## config.mk

```make
export PLATFORM = sky130hd
export DESIGN_NAME = pc_gen
export DESIGN_NICKNAME = d
export VERILOG_FILES = /design/src/rtl/pc_gen_pkg.sv /design/src/rtl/pc_pending_buf.sv /design/src/rtl/pc_gen.sv
export SDC_FILE = /design/constraint.sdc
export NUM_CORES = 1
export LEC_CHECK = 0
export BUFFER_PORTS_ARGS = -buffer_cell sky130_fd_sc_hd__buf_2
export CORE_ASPECT_RATIO = 0.7
export CORE_MARGIN = 1
export CORE_UTILIZATION = 49
export CTS_BUF_LIST = sky130_fd_sc_hd__clkbuf_4
export DETAILED_ROUTE_END_ITERATION = 7
export PLACE_DENSITY_LB_ADDON = 0.05
export SLEW_MARGIN = 20
export SYNTH_ARGS = -nofsm -noshare
export SYNTH_HDL_FRONTEND = slang
export SYNTH_HIERARCHICAL = 1
export SYNTH_SLANG_ARGS = --single-unit
```

## constraint.sdc

```tcl
create_clock -name clk -period 2 [get_ports clk]
set_input_delay 0.4 -clock clk [delete_from_list [all_inputs] [get_ports clk]]
set_output_delay 0.4 -clock clk [all_outputs]
set_load 0.005 [all_outputs]
```

## src/rtl/pc_gen_pkg.sv

```systemverilog
// Shared constants and types for the fetch-address generator (pc_gen).
package pc_gen_pkg;
  localparam logic RstEnable   = 1'b1;
  localparam logic ChipEnable  = 1'b1;
  localparam logic ChipDisable = 1'b0;
  localparam logic Branch      = 1'b1;
  localparam logic NoStop      = 1'b0;

  localparam logic [31:0] DEFAULT_RESET_VECTOR = 32'h0000_0000;
  localparam int          DEFAULT_INCR         = 4;
  localparam int          PC_STALL_BIT         = 0;

  // One action per edge, listed highest priority first.
  typedef enum logic [2:0] {
    ACT_FLUSH,
    ACT_STALL,
    ACT_PEND,
    ACT_BRANCH,
    ACT_SEQ
  } pc_act_e;
endpackage

```

## src/rtl/pc_pending_buf.sv

```systemverilog
// One-entry buffer holding a branch that resolved while the PC stage was stalled.
module pc_pending_buf #(
  parameter int ADDR_W = 32
) (
  input  logic              clk,
  input  logic              rst,
  input  logic              clear,
  input  logic              capture,
  input  logic              consume,
  input  logic [ADDR_W-1:0] target_in,
  output logic              valid,
  output logic [ADDR_W-1:0] target
);
  import pc_gen_pkg::*;

  always_ff @(posedge clk) begin
    if (rst == RstEnable) begin
      valid  <= 1'b0;
      target <= '0;
    end else if (clear) begin
      valid <= 1'b0;
    end else if (capture) begin
      // A later branch in the same stall window overwrites the earlier one.
      valid  <= 1'b1;
      target <= target_in;
    end else if (consume) begin
      valid <= 1'b0;
    end
  end
endmodule

```

## src/rtl/pc_gen.sv

```systemverilog
// IF-stage fetch-address generator with flush redirect and pending-branch buffer.
// Define PC_MISALIGN_CHK_EN to add the registered misalign_o output.
module pc_gen
  import pc_gen_pkg::*;
#(
  parameter int              ADDR_W       = 32,
  parameter logic [ADDR_W-1:0] RESET_VECTOR = ADDR_W'(DEFAULT_RESET_VECTOR),
  parameter int              INCR         = DEFAULT_INCR,
  parameter int              STALL_W      = 6
) (
  input  logic               clk,
  input  logic               rst,
  input  logic [STALL_W-1:0] stall,
  input  logic               flush,
  input  logic [ADDR_W-1:0]  new_pc,
  input  logic               branch_flag_i,
  input  logic [ADDR_W-1:0]  branch_target_address_i,
  output logic [ADDR_W-1:0]  pc,
  output logic               ce,
  output logic               branch_pending_o
`ifdef PC_MISALIGN_CHK_EN
  ,
  output logic               misalign_o
`endif
);

  pc_act_e           act;
  logic [ADDR_W-1:0] pc_nxt;
  logic              pend_vld;
  logic [ADDR_W-1:0] pend_tgt;
  logic              stall_pc;
  logic              unused_stall;

  assign stall_pc     = stall[PC_STALL_BIT];
  assign unused_stall = ^stall;

  always_comb begin
    act = ACT_SEQ;
    if (flush)                     act = ACT_FLUSH;
    else if (stall_pc != NoStop)   act = ACT_STALL;
    else if (pend_vld)             act = ACT_PEND;
    else if (branch_flag_i == Branch) act = ACT_BRANCH;
  end

  always_comb begin
    pc_nxt = pc + ADDR_W'(INCR);
    if (ce == ChipDisable) pc_nxt = RESET_VECTOR;
    else begin
      case (act)
        ACT_FLUSH:  pc_nxt = new_pc;
        ACT_STALL:  pc_nxt = pc;
        ACT_PEND:   pc_nxt = pend_tgt;
        ACT_BRANCH: pc_nxt = branch_target_address_i;
        default:    pc_nxt = pc + ADDR_W'(INCR);
      endcase
    end
  end

  always_ff @(posedge clk) begin
    if (rst == RstEnable) begin
      ce <= ChipDisable;
      pc <= RESET_VECTOR;
    end else begin
      ce <= ChipEnable;
      pc <= pc_nxt;
    end
  end

  pc_pending_buf #(.ADDR_W(ADDR_W)) u_pend (
    .clk       (clk),
    .rst       (rst),
    .clear     (ce && act == ACT_FLUSH),
    .capture   (ce && act == ACT_STALL && branch_flag_i == Branch),
    .consume   (ce && act == ACT_PEND),
    .target_in (branch_target_address_i),
    .valid     (pend_vld),
    .target    (pend_tgt)
  );

  assign branch_pending_o = pend_vld;

`ifdef PC_MISALIGN_CHK_EN
  // Tracks the alignment of every pc load; a stall is not a load, so it holds.
  always_ff @(posedge clk) begin
    if (rst == RstEnable)
      misalign_o <= 1'b0;
    else if (ce == ChipDisable || act != ACT_STALL)
      misalign_o <= |pc_nxt[1:0];
  end
`endif

endmodule

```

==> impl_metrics.toml <==
[timing]
slew_viol_final = 0
finalCritPeriodShare_pct = 97.8
tightest_slew_ns = 0.522
slew-limit-headroom_pct = 65.2
fin_skew_ns = 0.0128
setup_viol = 0
fmax_ghz = 0.511
hold_viol = 0
grt_setup_unrepaired = "true"
fin_crit_ns = 1.96

[clock_network]
tritoncts = "built"
cts_buffers = 9
clk_latency_ns = 0.44
max-clock-path-buffers = 2
clk_pin_slew_ns = 0.12
htree_levels = 3
root_buffer = "clkbuf_4"
cts.sinks = 66

[synth]
yosysTopAreaCell = "dfxtp_1"
synth_top_area_share_pct = 33.6
synth-edff-count = 0
yosysSeqAreaShare_pct = 33.6
ys_types = 59
ys_seq_elements = 66
syn_area_mm2 = 0.00393
synth-simple-area-share_pct = 31.4
muxShareOfSynthArea_pct = 0.796
synth_area_leaders = "dfxtp_1, nand4bb_1, nand2b_1"
synth_top_family_by_area = "simple AND/OR/NAND/NOR gates"
synth_xor_area_share_pct = 0.223
ys_warn_count = 6
async_flop_share_pct = 0
synthAdderAreaFrac_pct = 0.319
postSynthAreaPerCell_um2 = 8.36
synth_nets = 545
syn_inst = 470
yosys_most_used_dff = "dfxtp_1"
synth_compound_area_share_pct = 27.2

[detailed_routing]
drc = 0
drt_iter0_drc = 599
routedWlPerCell_um = 18.4
vias = 4420
totalWireLength_um = 13200
via_per_inst = 6.17
ant_nets = 0
dr.pass1.iters = 7

[final_layout]
drive_gt1_share_pct = 35.9
layout.nets = 688
seqCellArea_mm2 = 0.00133
nFillCells = 642
final_util_pct = 68.2
multiInputGateArea_mm2 = 0.00243
n_antenna_cell = 0
area_growth_pct = 30.5

[critical_path]
required_ns = 2.39
critPathLaunchType = "flip-flop"
path_class = "flip-flop to flip-flop"
critPathTopFamily = "simple AND/OR/NAND/NOR gates"
path_buf_inv = 0
slowest_stage = "or4_4"
crit_chain = "nand4_4, or4_4, or4_1, a21o_1, a21oi_2"
rr_worst_depth = 5
worstPathMaxFanout = 6
critPathCaptureType = "flip-flop"
slowest_delay_ns = 0.61
arrival_ns = 2.35
path_depth = 5

[die]
start_util_pct = 52.3
rows = 26
io_pins = 108
die_area_mm2 = 0.00838
die_w_um = 109
core_region_area_mm2 = 0.00751
fp.dieH_um = 76.9

[pwr]
seqPwrFrac_pct = 47.3
pwr-share-clk_pct = 34.5
pwr-share-comb_pct = 18.3
ir_worst_vdd_mv = 0.343
powerDensity_mw_per_mm2 = 574
p_int_mw = 2.12
leakagePower_nw = 2.01
p_sw_uw = 817
finalPower_mw = 2.94
swShare_pct = 27.8

[global_route]
grt_remaining_overflow = 0
grt.total_usage_pct = 32.0
grt_start_max_net_pins = 49
grt_pass1_vias = 3963
antenna_found_initial = 0
grt_first_pass_wirelength_um = 20500

[status]
status = "complete, no violations"

[min_path]
hold_class = "primary input to flip-flop"
whs_path_depth = 3

[place]
gp_congestion = 0.879
io_buffers = 102
post-dp-hpwl_um = 9550

[flow_run]
cap_violations = 0
worst paths after layout:
path / slack, ns / end / from
setup reg to reg: 0.04 / pc[28] / pc[12]
hold reg to reg: 0.46 / pc[0] / pc[0]
hold / removal: 0.23 / u_pend/target[23] / branch_target_address_i[23]
setup / recovery: 0.04 / pc[28] / pc[12]
synthesized netlist by cell type, types with 4 or more instances:
cell / number
a21oi_1: 33
a221oi_1: 11
a222oi_1: 17
a22oi_1: 8
a31oi_1: 4
buf_2: 9
buf_4: 5
buf_6: 6
clkbuf_1: 19
dfxtp_1: 66
inv_1: 4
nand2_1: 36
nand2b_1: 38
nand3_1: 12
nand4_1: 14
nand4bb_1: 32
nor2_1: 21
nor2b_1: 4
nor3_1: 8
nor4_1: 8
o21ai_0: 24
o21ai_1: 31
o31ai_1: 7
metrics by stage:
stage	worst slack (ns)	cells	hold WS [ns]	setup TNS, ns	instance area [um2]
after floorplan	-0.0277	470	0.441	-0.0277	3950
after global placement	-0.0801	699	0.440	-0.0801	4900
after detailed placement	-0.197	699	0.451	-0.210	4900
after CTS	0.000622	715	0.206	0	5090
after global routing	-0.00889	716	0.215	-0.00889	5130
final	0.0435	716	0.230	0	5130
worst reg2reg max path, delay by kind of cell, from the launching register on:
family,cells,cell delay [ns]
AO/OA/AOI/OAI,2,0.31
flip-flops,1,0.39
AND/OR/NAND/NOR,3,1.22
power groups by stage:
stage               Combinational (mW)  Clock, mW  Sequential (mW)
global placement                 0.519          0             1.41
floorplan                        0.268          0             1.43
finish                           0.537       1.01             1.39
CTS                              0.530       1.04             1.39
detailed placement               0.526          0             1.42
global route                     0.578       1.10             1.40
cell families after synthesis:
group                    after synthesis
AND/OR/NAND/NOR                      191
AO/OA/AOI/OAI                        161
flip-flops                            66
buffers and inverters                 47
multiplexers                           3
XOR/XNOR                               1
adder cells (fa/ha/maj)                1
metal layers:
layer  vias up  routed length, um  share of wire (%)  GRT usage, %
li1       2102                  -                  -             -
met4         0                252                1.9          11.8
met2       201               5930                 45          47.9
met5         -                  0                  0             0
met3        20               1150                8.7          7.57
met1      2097               5850                 44          44.4
what timing repair did:
action | in CTS | in global routing
hold buffers | 0 | 0
gates resized for setup | 5 | 7
buffers inserted | 0 | 1
setup endpoints to repair | 2 | 6
pin swaps | 0 | 1
cloned | 0 | 0
flip-flops by register name, indices dropped and copies added (netlist names):
signal / cells
ce: 1
pc: 32
u_pend/target: 32
u_pend/valid: 1
placed cells by master (no fill, tap or decap), types with 7 or more instances in the layout:
| cell type | count |
|---|---|
| a22oi_1 | 8 |
| nand4bb_1 | 32 |
| a222oi_1 | 17 |
| nor3_1 | 8 |
| dfxtp_1 | 59 |
| nand2b_1 | 38 |
| nor2_1 | 20 |
| o21ai_1 | 31 |
| nand3_1 | 9 |
| dfxtp_2 | 7 |
| buf_2 | 102 |
| o31ai_1 | 7 |
| buf_4 | 72 |
| clkbuf_4 | 10 |
| a221oi_1 | 11 |
| a21oi_1 | 33 |
| nand2_1 | 36 |
| nand4_1 | 14 |
| o21ai_0 | 24 |
cell type report:
cell class | count | area share [%]
multi-input cells | 357 | 47.4
flip-flops and latches | 66 | 25.9
repair buffers | 175 | 20.9
well taps | 98 | 2.39
clock inverters | 6 | 1.59
clock buffers | 10 | 1.46
inverters | 4 | 0.293
Note: power is estimated with default switching activity, not from simulation.
